===== src/rtl/mem_lsu_pkg.sv =====
// rtl/mem_lsu_pkg.sv - shared encodings and widths for the memory-stage load/store unit
package mem_lsu_pkg;

   localparam int REG_DATA_W = 32;
   localparam int REG_ADDR_W = 5;
   localparam int MEM_ADDR_W = 32;

   localparam logic [REG_DATA_W-1:0] ZERO_WORD     = '0;
   localparam logic [REG_ADDR_W-1:0] ZERO_REG_ADDR = '0;
   localparam logic                  WRITE_ENABLE  = 1'b1;
   localparam logic                  WRITE_DISABLE = 1'b0;

   typedef enum logic [3:0] {
      MEMOP_NONE = 4'd0,
      MEMOP_LB   = 4'd1,
      MEMOP_LBU  = 4'd2,
      MEMOP_LH   = 4'd3,
      MEMOP_LHU  = 4'd4,
      MEMOP_LW   = 4'd5,
      MEMOP_SB   = 4'd6,
      MEMOP_SH   = 4'd7,
      MEMOP_SW   = 4'd8
   } memop_e;

   typedef enum logic [1:0] {
      ST_IDLE = 2'd0,
      ST_WAIT = 2'd1,
      ST_DONE = 2'd2
   } lsu_state_e;

   function automatic logic memop_is_load(input logic [3:0] op);
      return (op >= MEMOP_LB) && (op <= MEMOP_LW);
   endfunction

   function automatic logic memop_is_store(input logic [3:0] op);
      return (op >= MEMOP_SB) && (op <= MEMOP_SW);
   endfunction

endpackage


===== src/rtl/lsu_align.sv =====
// rtl/lsu_align.sv - byte-lane select, store replication and load extract/extend (MEM_LSU_MISALIGN_EXC_EN)
import mem_lsu_pkg::*;

module lsu_align (
   input  logic [3:0]  memop_i,
   input  logic [1:0]  addr_lo_i,
   input  logic [31:0] sdata_i,
   input  logic [31:0] rdata_i,
   output logic [3:0]  sel_o,
   output logic [31:0] wdata_o,
   output logic [31:0] ldata_o,
   output logic        misaligned_o
);

   logic [1:0]  off;
   logic [7:0]  byte_v;
   logic [15:0] half_v;

   // Effective lane offset: halfword/word ops drop the low address bits; with the
   // exception build those bits instead flag a misaligned access.
   always_comb begin
      off          = addr_lo_i;
      misaligned_o = 1'b0;
      case (memop_i)
         MEMOP_LH, MEMOP_LHU, MEMOP_SH: begin
`ifdef MEM_LSU_MISALIGN_EXC_EN
            misaligned_o = addr_lo_i[0];
`endif
            off = {addr_lo_i[1], 1'b0};
         end
         MEMOP_LW, MEMOP_SW: begin
`ifdef MEM_LSU_MISALIGN_EXC_EN
            misaligned_o = |addr_lo_i;
`endif
            off = 2'b00;
         end
         default: off = addr_lo_i;
      endcase
   end

   // Lane enables, replicated store data and extended load data per op.
   always_comb begin
      byte_v  = rdata_i[{off, 3'b000} +: 8];
      half_v  = rdata_i[{off[1], 4'b0000} +: 16];
      sel_o   = 4'b0000;
      wdata_o = '0;
      ldata_o = '0;
      case (memop_i)
         MEMOP_LB: begin
            sel_o   = 4'b0001 << off;
            ldata_o = {{24{byte_v[7]}}, byte_v};
         end
         MEMOP_LBU: begin
            sel_o   = 4'b0001 << off;
            ldata_o = {24'h000000, byte_v};
         end
         MEMOP_LH: begin
            sel_o   = off[1] ? 4'b1100 : 4'b0011;
            ldata_o = {{16{half_v[15]}}, half_v};
         end
         MEMOP_LHU: begin
            sel_o   = off[1] ? 4'b1100 : 4'b0011;
            ldata_o = {16'h0000, half_v};
         end
         MEMOP_LW: begin
            sel_o   = 4'b1111;
            ldata_o = rdata_i;
         end
         MEMOP_SB: begin
            sel_o   = 4'b0001 << off;
            wdata_o = {4{sdata_i[7:0]}};
         end
         MEMOP_SH: begin
            sel_o   = off[1] ? 4'b1100 : 4'b0011;
            wdata_o = {2{sdata_i[15:0]}};
         end
         MEMOP_SW: begin
            sel_o   = 4'b1111;
            wdata_o = sdata_i;
         end
         default: sel_o = 4'b0000;
      endcase
   end

endmodule


===== src/rtl/mem_lsu.sv =====
// rtl/mem_lsu.sv - memory-stage load/store unit with bus handshake and stall (MEM_LSU_MISALIGN_EXC_EN)
import mem_lsu_pkg::*;

module mem_lsu #(
   parameter int DW  = REG_DATA_W,
   parameter int AW  = REG_ADDR_W,
   parameter int MAW = MEM_ADDR_W
) (
   input  logic           clk,
   input  logic           rst,
   input  logic [AW-1:0]  ex_wd,
   input  logic           ex_wreg,
   input  logic [DW-1:0]  ex_wdata,
   input  logic [3:0]     ex_memop,
   input  logic [MAW-1:0] ex_addr,
   input  logic [DW-1:0]  ex_sdata,
   output logic           dm_req,
   output logic           dm_we,
   output logic [MAW-1:0] dm_addr,
   output logic [3:0]     dm_sel,
   output logic [DW-1:0]  dm_wdata,
   input  logic           dm_gnt,
   input  logic           dm_rvalid,
   input  logic [DW-1:0]  dm_rdata,
   output logic [DW-1:0]  mem_wdata,
   output logic [AW-1:0]  mem_wd,
   output logic           mem_wreg,
   output logic           stallreq,
   output logic           misalign
);

   lsu_state_e    state_q, state_d;
   logic [DW-1:0] result_q, result_d;

   logic          is_ld, is_st, is_mem;
   logic [3:0]    sel_w;
   logic [31:0]   wdata_w, ldata_w;
   logic          mis_w;

   assign is_ld  = memop_is_load(ex_memop);
   assign is_st  = memop_is_store(ex_memop);
   assign is_mem = is_ld | is_st;

   lsu_align u_align (
      .memop_i      (ex_memop),
      .addr_lo_i    (ex_addr[1:0]),
      .sdata_i      (ex_sdata),
      .rdata_i      (dm_rdata),
      .sel_o        (sel_w),
      .wdata_o      (wdata_w),
      .ldata_o      (ldata_w),
      .misaligned_o (mis_w)
   );

   // Capture the extended load data only while waiting for the response, so a
   // response coincident with the grant or arriving in IDLE is never taken.
   always_comb begin
      result_d = result_q;
      if (state_q == ST_WAIT && dm_rvalid) begin
         result_d = ldata_w;
      end
   end

   // State and result registers.
   always_ff @(posedge clk) begin
      if (rst) begin
         state_q  <= ST_IDLE;
         result_q <= ZERO_WORD;
      end else begin
         state_q  <= state_d;
         result_q <= result_d;
      end
   end

   // Next state and all outputs; reset forces every output low in the same cycle.
   always_comb begin
      state_d   = state_q;
      dm_req    = 1'b0;
      dm_we     = 1'b0;
      dm_addr   = '0;
      dm_sel    = 4'b0000;
      dm_wdata  = '0;
      mem_wdata = ZERO_WORD;
      mem_wd    = ZERO_REG_ADDR;
      mem_wreg  = WRITE_DISABLE;
      stallreq  = 1'b0;
      misalign  = 1'b0;
      case (state_q)
         ST_IDLE: begin
            if (!is_mem) begin
               mem_wdata = ex_wdata;
               mem_wd    = ex_wd;
               mem_wreg  = ex_wreg;
            end else if (mis_w) begin
               misalign = 1'b1;
               mem_wd   = ex_wd;
            end else begin
               dm_req   = 1'b1;
               dm_we    = is_st;
               dm_addr  = {ex_addr[MAW-1:2], 2'b00};
               dm_sel   = sel_w;
               dm_wdata = wdata_w;
               stallreq = 1'b1;
               if (dm_gnt) begin
                  state_d = is_st ? ST_DONE : ST_WAIT;
               end
            end
         end
         ST_WAIT: begin
            stallreq = 1'b1;
            if (dm_rvalid) begin
               state_d = ST_DONE;
            end
         end
         ST_DONE: begin
            mem_wd = ex_wd;
            if (is_ld) begin
               mem_wreg  = ex_wreg;
               mem_wdata = result_q;
            end
            state_d = ST_IDLE;
         end
         default: state_d = ST_IDLE;
      endcase
      if (rst) begin
         state_d   = ST_IDLE;
         dm_req    = 1'b0;
         dm_we     = 1'b0;
         dm_addr   = '0;
         dm_sel    = 4'b0000;
         dm_wdata  = '0;
         mem_wdata = ZERO_WORD;
         mem_wd    = ZERO_REG_ADDR;
         mem_wreg  = WRITE_DISABLE;
         stallreq  = 1'b0;
         misalign  = 1'b0;
      end
   end

endmodule

===== config.mk =====
export PLATFORM = sky130hd
export DESIGN_NAME = mem_lsu
export DESIGN_NICKNAME = d
export VERILOG_FILES = /design/src/rtl/mem_lsu_pkg.sv /design/src/rtl/lsu_align.sv /design/src/rtl/mem_lsu.sv
export SDC_FILE = /design/constraint.sdc
export NUM_CORES = 1
export LEC_CHECK = 0
export BUFFER_PORTS_ARGS = -buffer_cell sky130_fd_sc_hd__buf_2
export CAP_MARGIN = 30
export CORE_AREA = 2 2 96 98
export CTS_BUF_LIST = sky130_fd_sc_hd__clkbuf_4 sky130_fd_sc_hd__clkbuf_8
export DETAILED_ROUTE_END_ITERATION = 6
export DIE_AREA = 0 0 98 100
export PLACE_DENSITY = 0.71
export SKIP_CTS_REPAIR_TIMING = 1
export SLEW_MARGIN = 20
export SYNTH_ARGS = -nofsm -noshare
export SYNTH_HDL_FRONTEND = slang
export SYNTH_SLANG_ARGS = --single-unit

===== constraint.sdc =====
create_clock -name clk -period 2.9 [get_ports clk]
set_input_delay 0.435 -clock clk [delete_from_list [all_inputs] [get_ports clk]]
set_output_delay 0.435 -clock clk [all_outputs]
set_load 0.02 [all_outputs]

==> key figures, run 1 <==
Power and ir drop
  • Clk pwr share: 33.8%
  • P_int: 1.042 mW
  • VDD IR max: 0.1929 mV
  • Reg power frac: 30.2%
  • Sw Pwr: 0.5347 mW
  • Logic pwr share: 36.0%
  • Switching Share: 33.91%
  • Power Density: 337.8 nW/um^2
  • Final Power: 1.577 mW
  • Pleak: 2.342 nW

Placed design
  • Inst Count DP: 776
  • Post-Place Worst Slack: 0.1082 ns
  • Placement Cell Area: 4523 um^2
  • GPL Wtd Cong: 0.9328
  • Port Buf Inserts: 248
  • Post-DP HPWL: 9961 um

Final layout
  • Post-layout net count: 815
  • Post-route design area: 4668 um^2
  • Most frequent cells in the layout: buf_2 (248), a22oi_1 (57), nor2_1 (55)
  • Non-Filler Instances: 785
  • N_diodes: 0
  • Layout cells sized above 1: 44.21%
  • Commonest non-fill, non-tap cell in the layout: buf_2
  • Final Core Density: 52.51%
  • Synthesis-to-layout area growth: 48.29%
  • Filler cell count: 896

Synth
  • Synthesized cell area: 3148 um^2
  • EDFF count, synth: 0
  • Ranking of synthesized cells by area: dfxtp_1 (22%), a22oi_1 (14%), and2_1 (8.5%)
  • Post-synthesis cell count: 442
  • Synthesized flop and latch total: 34
  • Area share of the largest cell type after synthesis: 21.62%
  • FFs w/ async S/R, synth: 0%
  • Cell variety after synth: 52
  • Synthesis warning total: 0
  • Yosys top cell by area: dfxtp_1
  • Mapped Avg Cell Area: 7.122 um^2
  • Main synth FF type: dfxtp_1
  • Seq/Total Area, Yosys: 21.62%

STA
  • Crit path time final: 2.662 ns
  • Slew margin rel.: 54.96%
  • FMAX: 0.3757 GHz
  • Setup violations, final: 0
  • Final Worst Setup Slack: 0.2380 ns
  • Skew final: 0.004558 ns
  • Setup TNS: 0 ns
  • Tightest Pin Transition: 0.6664 ns
  • Final hold violation count: 0
  • Period Utilization, post-route: 91.79%
  • Max-slew violations: 0
  • Hold_ws: 0.3422 ns
  • Unrepaired setup endpoints after global routing: no

Global routing
  • Largest net degree at the start of global routing: 48
  • First-pass GRT wire length: 18830 um
  • Number of global-route vias before repair: 3811
  • Tot GR Track Use: 23.26%
  • Congestion Overflow GR: 0
  • Initial antenna violation count: 0

Worst hold path
  • Hold Crit Class: in2reg
  • WHS Path Cells: 2

Clock network
  • Clk sinks: 34
  • Clk root buf: clkbuf_8
  • TritonCTS clock tree: done
  • Clk Latency, worst-skew pair: 0.29 ns
  • Num CTS Buffers: 5
  • Clock-pin slew on the worst setup and hold paths: 0.08 ns
  • CTS max path bufs: 2
  • Htree depth: 2

Worst setup path
  • WP data arrival: 2.23 ns
  • Critical Path RT: 2.47 ns
  • R2R setup slack: 0.85 ns
  • Crit end category: primary output
  • Crit start category: primary input
  • CP max FO: 33
  • Critical path class: in2out
  • Worst R2R Path Depth: 6

Die
  • Area of the die: 9800 um^2
  • Rows: 35
  • Initial Utilization: 35.41%
  • Ports: 252
  • Die width: 98 um
  • Die height: 100 um
  • Core region area: 8890 um^2

Detailed routing
  • Drt pass-1 iters: 5
  • Vias: 4279
  • 1st-iter DRT viols: 283
  • Wire per inst: 15.84 um
  • Final wirelength: 12440 um
  • Antenna viol nets, final: 0
  • Residual DRC: 0
  • DR vias/cell: 5.451

Run
  • Max-cap violations: 0

Status
  • Status: finished clean
-- registers in the layout, indices dropped and copies added, names as in the netlist --
signal    flops
state_q       2
result_q     32
-- critical path, stage by stage --
cell	delay, ns
buf_2	0.18
nor3_2	0.35
xnor2_1	0.32
inv_1	0.16
nor2_1	0.17
buf_4	0.27
o21a_1	0.16
buf_2	0.16
-- per-layer routing --
| layer | vias to the layer above | track usage (%) | wire, um |
|---|---|---|---|
| li1 | 2081 | - | - |
| met1 | 1986 | 30.15 | 5136 |
| met2 | 200 | 41.57 | 6239 |
| met3 | 12 | 2.577 | 902 |
| met4 | 0 | 5.449 | 158 |
| met5 | - | 0 | 0 |
-- final timing paths --
path	from	to
worst max register to register	state_q[0]$_SDFFE_PP0P_	result_q[1]$_SDFFE_PP0P_
worst min register to register	result_q[9]$_SDFFE_PP0P_	result_q[9]$_SDFFE_PP0P_
worst max-delay path	ex_memop[2]	dm_sel[3]
worst min-delay path	dm_rdata[3]	result_q[3]$_SDFFE_PP0P_
-- layout make-up --
cell class	count	area, um^2	share of cell area, %
flip-flops and latches	34	680.7	14.58
multi-input cells	361	2307	49.42
inverters	6	22.52	0.4824
clock buffers	5	68.82	1.474
repair buffers	265	1381	29.59
clock inverters	3	68.82	1.474
well taps	111	138.9	2.975
-- synthesized netlist by cell type, types with 2 or more instances --
master / number
a211o_1: 15
a211oi_1: 3
a21oi_1: 41
a22o_1: 8
a22oi_1: 57
a31oi_1: 16
and2_1: 43
and3b_1: 2
buf_1: 3
buf_2: 8
buf_4: 3
clkbuf_1: 28
dfxtp_1: 34
inv_1: 6
maj3_1: 2
mux2_2: 8
mux2i_1: 10
nand2_1: 35
nand3_1: 9
nor2_1: 56
nor2b_1: 2
nor3_1: 5
nor3b_1: 2
nor4_1: 2
nor4bb_1: 2
o21a_1: 4
o21ai_0: 11
or3_1: 2
xnor2_1: 2
-- power groups by stage --
stage | Sequential [mW] | Combinational [mW] | Clock [mW]
after floorplan | 0.483 | 0.337 | 0
after global placement | 0.487 | 0.552 | 0
after detailed placement | 0.487 | 0.562 | 0
after CTS | 0.476 | 0.564 | 0.535
after global routing | 0.477 | 0.617 | 0.555
final | 0.476 | 0.568 | 0.533
-- logic make-up (layout without fill, tap and decap cells) --
group | count (synthesis) | after routing | share of synthesized area (%)
other | 1 | 3 | 0.1191
adder cells (fa/ha/maj) | 2 | 2 | 0.6360
AND/OR/NAND/NOR | 171 | 171 | 27.62
XOR/XNOR | 2 | 2 | 0.5565
AO/OA/AOI/OAI | 165 | 165 | 36.65
multiplexers | 18 | 18 | 6.042
buffers and inverters | 49 | 279 | 6.757
flip-flops | 34 | 34 | 21.62
No activity file was read; power rests on OpenSTA's default activity.
==> inputs of run 2 (changes only) <==
==> constraint.sdc (replaced) <==
create_clock -name clk -period 2.9 [get_ports clk]
set_input_delay 0.29 -clock clk [delete_from_list [all_inputs] [get_ports clk]]
set_output_delay 0.29 -clock clk [all_outputs]
set_load 0.02 [all_outputs]
==> key figures, run 2 (synthesis results as in run 1) <==
Status
  • Status: finished clean (unchanged)

Power and ir drop
  • VDD IR max: 0.2329 mV (was 0.1929 mV)
  • Final Power: 1.570 mW (was 1.577 mW)
  • Logic pwr share: 35.4% (was 36.0%)
  • Reg power frac: 30.3% (was 30.2%)
  • Power Density: 340.4 nW/um^2 (was 337.8 nW/um^2)
  • Clk pwr share: 34.3% (was 33.8%)
  • Switching Share: 34.06% (was 33.91%)
  • P_int: 1.035 mW (was 1.042 mW)
  • Sw Pwr: 0.5346 mW (was 0.5347 mW)
  • Pleak: 2.310 nW (was 2.342 nW)

Final layout
  • Commonest non-fill, non-tap cell in the layout: buf_2 (unchanged)
  • Layout cells sized above 1: 43.71% (was 44.21%)
  • Final Core Density: 51.86% (was 52.51%)
  • Number of flip-flops under the largest register name: 32 (unchanged)
  • Synthesis-to-layout area growth: 46.46% (was 48.29%)
  • Filler cell count: 906 (was 896)
  • Most frequent cells in the layout: buf_2 (248), a22oi_1 (57), nor2_1 (55) (unchanged)
  • Post-layout net count: 809 (was 815)
  • Biggest register: result_q (unchanged)
  • Largest regs: result_q x32, state_q x2 (unchanged)
  • N_diodes: 0 (unchanged)

STA
  • Crit path time final: 2.613 ns (was 2.662 ns)
  • Setup violations, final: 0 (unchanged)
  • Slew margin rel.: 56.18% (was 54.96%)
  • Skew final: 0.007755 ns (was 0.004558 ns)
  • FMAX: 0.3827 GHz (was 0.3757 GHz)
  • Final Worst Setup Slack: 0.2872 ns (was 0.2380 ns)
  • Unrepaired setup endpoints after global routing: no (unchanged)
  • Tightest Pin Transition: 0.6574 ns (was 0.6664 ns)
  • Max-slew violations: 0 (unchanged)
  • Setup TNS: 0 ns (unchanged)
  • Final hold violation count: 0 (unchanged)
  • Hold_ws: 0.1961 ns (was 0.3422 ns)
  • Period Utilization, post-route: 90.10% (was 91.79%)

Detailed routing
  • 1st-iter DRT viols: 270 (was 283)
  • DR vias/cell: 5.417 (was 5.451)
  • Antenna viol nets, final: 0 (unchanged)
  • Residual DRC: 0 (unchanged)
  • Vias: 4220 (was 4279)
  • Drt pass-1 iters: 6 (was 5)
  • Wire per inst: 15.74 um (was 15.84 um)
  • Final wirelength: 12260 um (was 12440 um)

Worst setup path
  • Critical path class: reg2out (was in2out)
  • Worst path cell trace: or3_1 -> a21oi_1 -> and2_1 -> buf_2 (was buf_2 -> nor3_2 -> xnor2_1 -> inv_1 -> nor2_1 -> buf_4 -> o21a_1 -> buf_2)
  • CP top delay family: simple AND/OR/NAND/NOR gates (was buffers and inverters)
  • Critical Path RT: 2.61 ns (was 2.47 ns)
  • WP data arrival: 2.32 ns (was 2.23 ns)
  • Crit start category: flip-flop (was primary input)
  • Buf/Inv on CP: 1 (was 4)
  • FF-to-FF Start: state_q[0]$_SDFFE_PP0P_ (unchanged)
  • Slowest cell delay on critical path: 0.69 ns (was 0.35 ns)
  • Crit end category: primary output (unchanged)
  • Worst setup path startpoint: state_q[0]$_SDFFE_PP0P_ (was ex_memop[2])
  • Highest-delay cell along the critical path: or3_1 (was nor3_2)
  • CP max FO: 22 (was 33)

Worst hold path
  • Hold Crit Class: in2reg (unchanged)
  • Worst Hold Launch: dm_rdata[4] (was dm_rdata[3])

Placed design
  • Post-DP HPWL: 9752 um (was 9961 um)
  • Port Buf Inserts: 248 (unchanged)
  • Post-Place Worst Slack: 0.3578 ns (was 0.1082 ns)
  • GPL Wtd Cong: 0.9052 (was 0.9328)

Clock network
  • Clk root buf: clkbuf_8 (unchanged)
  • Clk Latency, worst-skew pair: 0.30 ns (was 0.29 ns)
  • CTS max path bufs: 2 (unchanged)
  • Htree depth: 2 (unchanged)
  • Clk sinks: 34 (unchanged)
  • TritonCTS clock tree: done (unchanged)
  • Num CTS Buffers: 5 (unchanged)
  • Clock-pin slew on the worst setup and hold paths: 0.08 ns (about the same)

Global routing
  • First-pass GRT wire length: 18900 um (was 18830 um)
  • Largest net degree at the start of global routing: 48 (unchanged)
  • Number of global-route vias before repair: 3866 (was 3811)
  • Tot GR Track Use: 23.14% (was 23.26%)
  • Initial antenna violation count: 0 (unchanged)
  • Congestion Overflow GR: 0 (unchanged)

Die
  • Ports: 252 (unchanged)
  • Die height: 100 um (unchanged)
  • Area of the die: 9800 um^2 (unchanged)
  • Initial Utilization: 35.41% (unchanged)
  • Rows: 35 (unchanged)
  • Die width: 98 um (unchanged)
  • Core region area: 8890 um^2 (unchanged)

Run
  • Max-cap violations: 0 (unchanged)
run 2: changes by cell type in the layout (fill, tap and decap cells not counted):
cell	delta
buf_12	-1
buf_4	-5
run 2: worst reg2reg max path, cell delays in order, from the launching register on:
cell and delay (ns):
dfxtp_1 0.54, nand4bb_1 0.21, a2111oi_4 0.35, buf_4 0.34
nand3_1 0.27, nor2_1 0.19, a211o_1 0.12
run 2: area by class of cell:
type | instances | area (um^2) | area share (%)
Tap cell | 111 | 138.9 | 3.012
Multi-Input combinational cell | 361 | 2307 | 50.04
Inverter | 6 | 22.52 | 0.4885
Sequential cell | 34 | 680.7 | 14.76
Timing Repair Buffer | 259 | 1324 | 28.71
Clock inverter | 3 | 68.82 | 1.493
Clock buffer | 5 | 68.82 | 1.493
run 2: power by group through the flow:
stage	Sequential [mW]	Clock (mW)	Combinational (mW)
5_1_grt	0.476	0.561	0.604
3_3_place_gp	0.487	0	0.543
6_report	0.476	0.538	0.556
2_1_floorplan	0.483	0	0.337
4_1_cts	0.476	0.542	0.552
3_5_place_dp	0.487	0	0.550
run 2: routing by layer:
layer	routed length [um]	track usage [%]	share of wire (%)	vias to the layer above
met4	122	4.380	1.0	0
met3	845	3.064	6.9	13
li1	-	-	-	2072
met5	0	0	0	-
met1	5064	30.21	41	1935
met2	6229	41.20	51	200
run 2: stage by stage:
stage | area, um^2 | cells
after floorplan | 3156 | 444
after global placement | 4466 | 770
after detailed placement | 4466 | 770
after CTS | 4603 | 778
after global routing | 4611 | 779
final | 4611 | 779
run 2: worst paths after layout:
path	depth (start not counted)	endpoint	slack, ns
hold reg to reg	1	result_q[13]$_SDFFE_PP0P_	0.50
setup reg to reg	6	result_q[1]$_SDFFE_PP0P_	0.84
setup / recovery	4	dm_wdata[6]	0.29
hold / removal	2	result_q[4]$_SDFFE_PP0P_	0.20
==> inputs of run 3 (changes only) <==
--- a/config.mk
+++ b/config.mk
@@ -7,13 +7,14 @@
 export LEC_CHECK = 0
 export BUFFER_PORTS_ARGS = -buffer_cell sky130_fd_sc_hd__buf_2
 export CAP_MARGIN = 30
-export CORE_AREA = 2 2 96 98
+export CORE_AREA = 2 2 97 99
 export CTS_BUF_LIST = sky130_fd_sc_hd__clkbuf_4 sky130_fd_sc_hd__clkbuf_8
 export DETAILED_ROUTE_END_ITERATION = 6
-export DIE_AREA = 0 0 98 100
-export PLACE_DENSITY = 0.71
+export DIE_AREA = 0 0 99 101
+export PLACE_DENSITY = 0.74
 export SKIP_CTS_REPAIR_TIMING = 1
 export SLEW_MARGIN = 20
 export SYNTH_ARGS = -nofsm -noshare
 export SYNTH_HDL_FRONTEND = slang
+export SYNTH_HIERARCHICAL = 1
 export SYNTH_SLANG_ARGS = --single-unit
==> key figures, run 3 <==
Status
  • Status: finished clean (unchanged)

Final layout
  • Post-layout net count: 910 (was 809)
  • Biggest register: result_q (unchanged)
  • Final Core Density: 54.43% (was 51.86%)
  • Post-route design area: 4886 um^2 (was 4611 um^2)
  • N_diodes: 0 (unchanged)
  • Largest regs: result_q x32, state_q x2 (unchanged)
  • Number of flip-flops under the largest register name: 32 (unchanged)
  • Synthesis-to-layout area growth: 38.77% (was 46.46%)
  • Commonest non-fill, non-tap cell in the layout: buf_2 (unchanged)
  • Most frequent cells in the layout: buf_2 (248), nand2_1 (180), and2_1 (74) (was buf_2 (248), a22oi_1 (57), nor2_1 (55))
  • Non-Filler Instances: 880 (was 779)
  • Layout cells sized above 1: 36.28% (was 43.71%)

Detailed routing
  • Drt pass-1 iters: 5 (was 6)
  • Antenna viol nets, final: 0 (unchanged)
  • Wire per inst: 15.28 um (was 15.74 um)
  • Final wirelength: 13450 um (was 12260 um)
  • Vias: 4697 (was 4220)
  • Residual DRC: 0 (unchanged)
  • DR vias/cell: 5.338 (was 5.417)
  • 1st-iter DRT viols: 306 (was 270)

Synth
  • EDFF count, synth: 0 (unchanged)
  • Adder-Cell Fraction of Synth Area: 0.2843% (was 0.6359%)
  • Count leader, synth: nand2_1 (was a22oi_1)
  • Mapped Avg Cell Area: 6.413 um^2 (was 7.122 um^2)
  • Synthesis warning total: 6 (was 0)
  • Synth top cells by count: nand2_1 (180), and2_1 (74), a21oi_1 (39), dfxtp_1 (34), clkbuf_1 (33) (was a22oi_1 (57), nor2_1 (56), and2_1 (43), a21oi_1 (41), nand2_1 (35))
  • Largest family of logic cells by synthesized area: simple AND/OR/NAND/NOR gates (was compound AO/OA/AOI/OAI gates)
  • FFs w/ async S/R, synth: 0% (unchanged)
  • XOR/XNOR share of the synthesized area: 0.2488% (was 0.5564%)
  • Multiplexer share of the synthesized area: 5.153% (was 6.041%)
  • Ranking of synthesized cells by area: dfxtp_1 (19%), nand2_1 (19%), and2_1 (13%) (was dfxtp_1 (22%), a22oi_1 (14%), and2_1 (8.5%))
  • Post-Synth Simple-Gate Area: 41.01% (was 27.62%)
  • Yosys top cell by area: dfxtp_1 (unchanged)
  • Cell variety after synth: 49 (was 52)
  • Synthesized cell area: 3521 um^2 (was 3148 um^2)
  • Post-synthesis cell count: 549 (was 442)
  • Main synth FF type: dfxtp_1 (unchanged)
  • Seq/Total Area, Yosys: 19.33% (was 21.62%)
  • Synth Area in Compound Gates: 26.62% (was 36.65%)
  • Area share of the largest cell type after synthesis: 19.33% (was 21.62%)
  • Synthesized flop and latch total: 34 (unchanged)

Worst setup path
  • Worst path cell trace: or4_4 -> nor3_4 -> buf_4 -> and2_1 -> buf_2 (was or3_1 -> a21oi_1 -> and2_1 -> buf_2)
  • Slowest cell delay on critical path: 0.61 ns (was 0.69 ns)
  • Buf/Inv on CP: 2 (was 1)
  • CP top delay family: simple AND/OR/NAND/NOR gates (unchanged)
  • Crit end category: primary output (unchanged)
  • Highest-delay cell along the critical path: or4_4 (was or3_1)
  • Critical Path RT: 2.61 ns (about the same)
  • CP max FO: 43 (was 22)
  • Critical path class: reg2out (unchanged)
  • Worst setup path startpoint: state_q[0]$_SDFFE_PP0P_ (unchanged)
  • FF-to-FF Start: state_q[0]$_SDFFE_PP0P_ (unchanged)
  • Crit start category: flip-flop (unchanged)
  • WP data arrival: 2.17 ns (was 2.32 ns)

Clock network
  • Htree depth: 2 (unchanged)
  • Clk sinks: 34 (unchanged)
  • Clk root buf: clkbuf_8 (unchanged)
  • Num CTS Buffers: 5 (unchanged)
  • TritonCTS clock tree: done (unchanged)
  • Clk Latency, worst-skew pair: 0.29 ns (was 0.30 ns)
  • Clock-pin slew on the worst setup and hold paths: 0.07 ns (was 0.08 ns)
  • CTS max path bufs: 2 (unchanged)

Global routing
  • Tot GR Track Use: 25.13% (was 23.14%)
  • Initial antenna violation count: 0 (unchanged)
  • First-pass GRT wire length: 20850 um (was 18900 um)
  • Congestion Overflow GR: 0 (unchanged)
  • Number of global-route vias before repair: 4312 (was 3866)
  • Largest net degree at the start of global routing: 66 (was 48)

Die
  • Ports: 252 (unchanged)
  • Initial Utilization: 39.22% (was 35.41%)
  • Die width: 99 um (was 98 um)
  • Die height: 101 um (was 100 um)
  • Area of the die: 9999 um^2 (was 9800 um^2)
  • Core region area: 8977 um^2 (was 8890 um^2)
  • Rows: 35 (unchanged)

STA
  • Tightest Pin Transition: 1.085 ns (was 0.6574 ns)
  • Crit path time final: 2.459 ns (was 2.613 ns)
  • Unrepaired setup endpoints after global routing: no (unchanged)
  • Hold_ws: 0.3057 ns (was 0.1961 ns)
  • Skew final: 0.005454 ns (was 0.007755 ns)
  • Period Utilization, post-route: 84.79% (was 90.10%)
  • Final hold violation count: 0 (unchanged)
  • Setup TNS: 0 ns (unchanged)
  • Slew margin rel.: 26.98% (was 56.18%)
  • Max-slew violations: 0 (unchanged)
  • Setup violations, final: 0 (unchanged)
  • FMAX: 0.4067 GHz (was 0.3827 GHz)

Worst hold path
  • Worst Hold Launch: dm_gnt (was dm_rdata[4])
  • Hold Crit Class: in2reg (unchanged)

Placed design
  • Port Buf Inserts: 248 (unchanged)
  • Inst Count DP: 872 (was 770)
  • GPL Wtd Cong: 0.9274 (was 0.9052)
  • Post-DP HPWL: 10650 um (was 9752 um)
  • Placement Cell Area: 4791 um^2 (was 4466 um^2)

Power and ir drop
  • Pleak: 2.504 nW (was 2.310 nW)
  • VDD IR max: 0.1475 mV (was 0.2329 mV)
  • Power Density: 275.0 nW/um^2 (was 340.4 nW/um^2)

Run
  • Max-cap violations: 0 (unchanged)
-- run 3: cell count changes after synthesis, sizes merged, moves of 16 or more --
cell and delta:
a211o -16, a22oi -57, a31oi -17, and2 +32, nand2 +145, nor2 -37, o22ai +32
-- run 3: area by class of cell --
class                   count  area, um^2
inverters                   5       18.77
flip-flops and latches     34       680.7
fillers                   888        4091
multi-input cells         463        2616
clock inverters             1       5.005
well taps                 111       138.9
repair buffers            259        1336
clock buffers               7       90.09
-- run 3: kinds of logic after synthesis --
group                      count (synthesis)
xor gates and xnor gates                   1
other                                      2
muxes                                     18
DFF                                       34
adders and majority gates                  1
and+or+nand+nor                          304
AOI/OAI and AO/OA                        136
buffers and inverters                     53
-- run 3: layer usage --
metal | routed length, um | vias up | part of all wire, % | GRT usage [%]
li1 | - | 2321 | - | -
met1 | 6002 | 2139 | 45 | 35.25
met2 | 6209 | 215 | 46 | 40.49
met3 | 1018 | 22 | 7.6 | 3.953
met4 | 219 | 0 | 1.6 | 6.006
met5 | 0 | - | 0 | 0
-- run 3: report_power, final --
group / total (mW) / internal (mW) / switching, mW
clock: 0.376 / 0.201 / 0.175
sequential: 0.473 / 0.469 / 0.00356
combinational: 0.495 / 0.202 / 0.292
total: 1.34 / 0.873 / 0.471
-- run 3: worst reg2reg max path, stage by stage, from the launching register on --
cell,delay (ns)
dfxtp_1,0.56
and3b_1,0.59
buf_4,0.32
nand2_1,0.09
a21oi_1,0.11
-- run 3: path summary, 6_finish.rpt --
path	end	slack, ns	depth (start not counted)
min reg2reg	result_q[28]$_SDFFE_PP0P_	0.45	2
max	dm_wdata[22]	0.44	5
max reg2reg	result_q[3]$_SDFFE_PP0P_	1.15	4
min	state_q[1]$_SDFFE_PP0P_	0.31	3
-- run 3: stage by stage --
stage	total power [mW]	setup slack, ns
6_report	1.344	0.4411
5_1_grt	1.405	0.3311
4_1_cts	1.343	0.4484
3_5_place_dp	0.9703	0.5896
3_3_place_gp	0.9632	0.6150
2_1_floorplan	0.7709	1.004
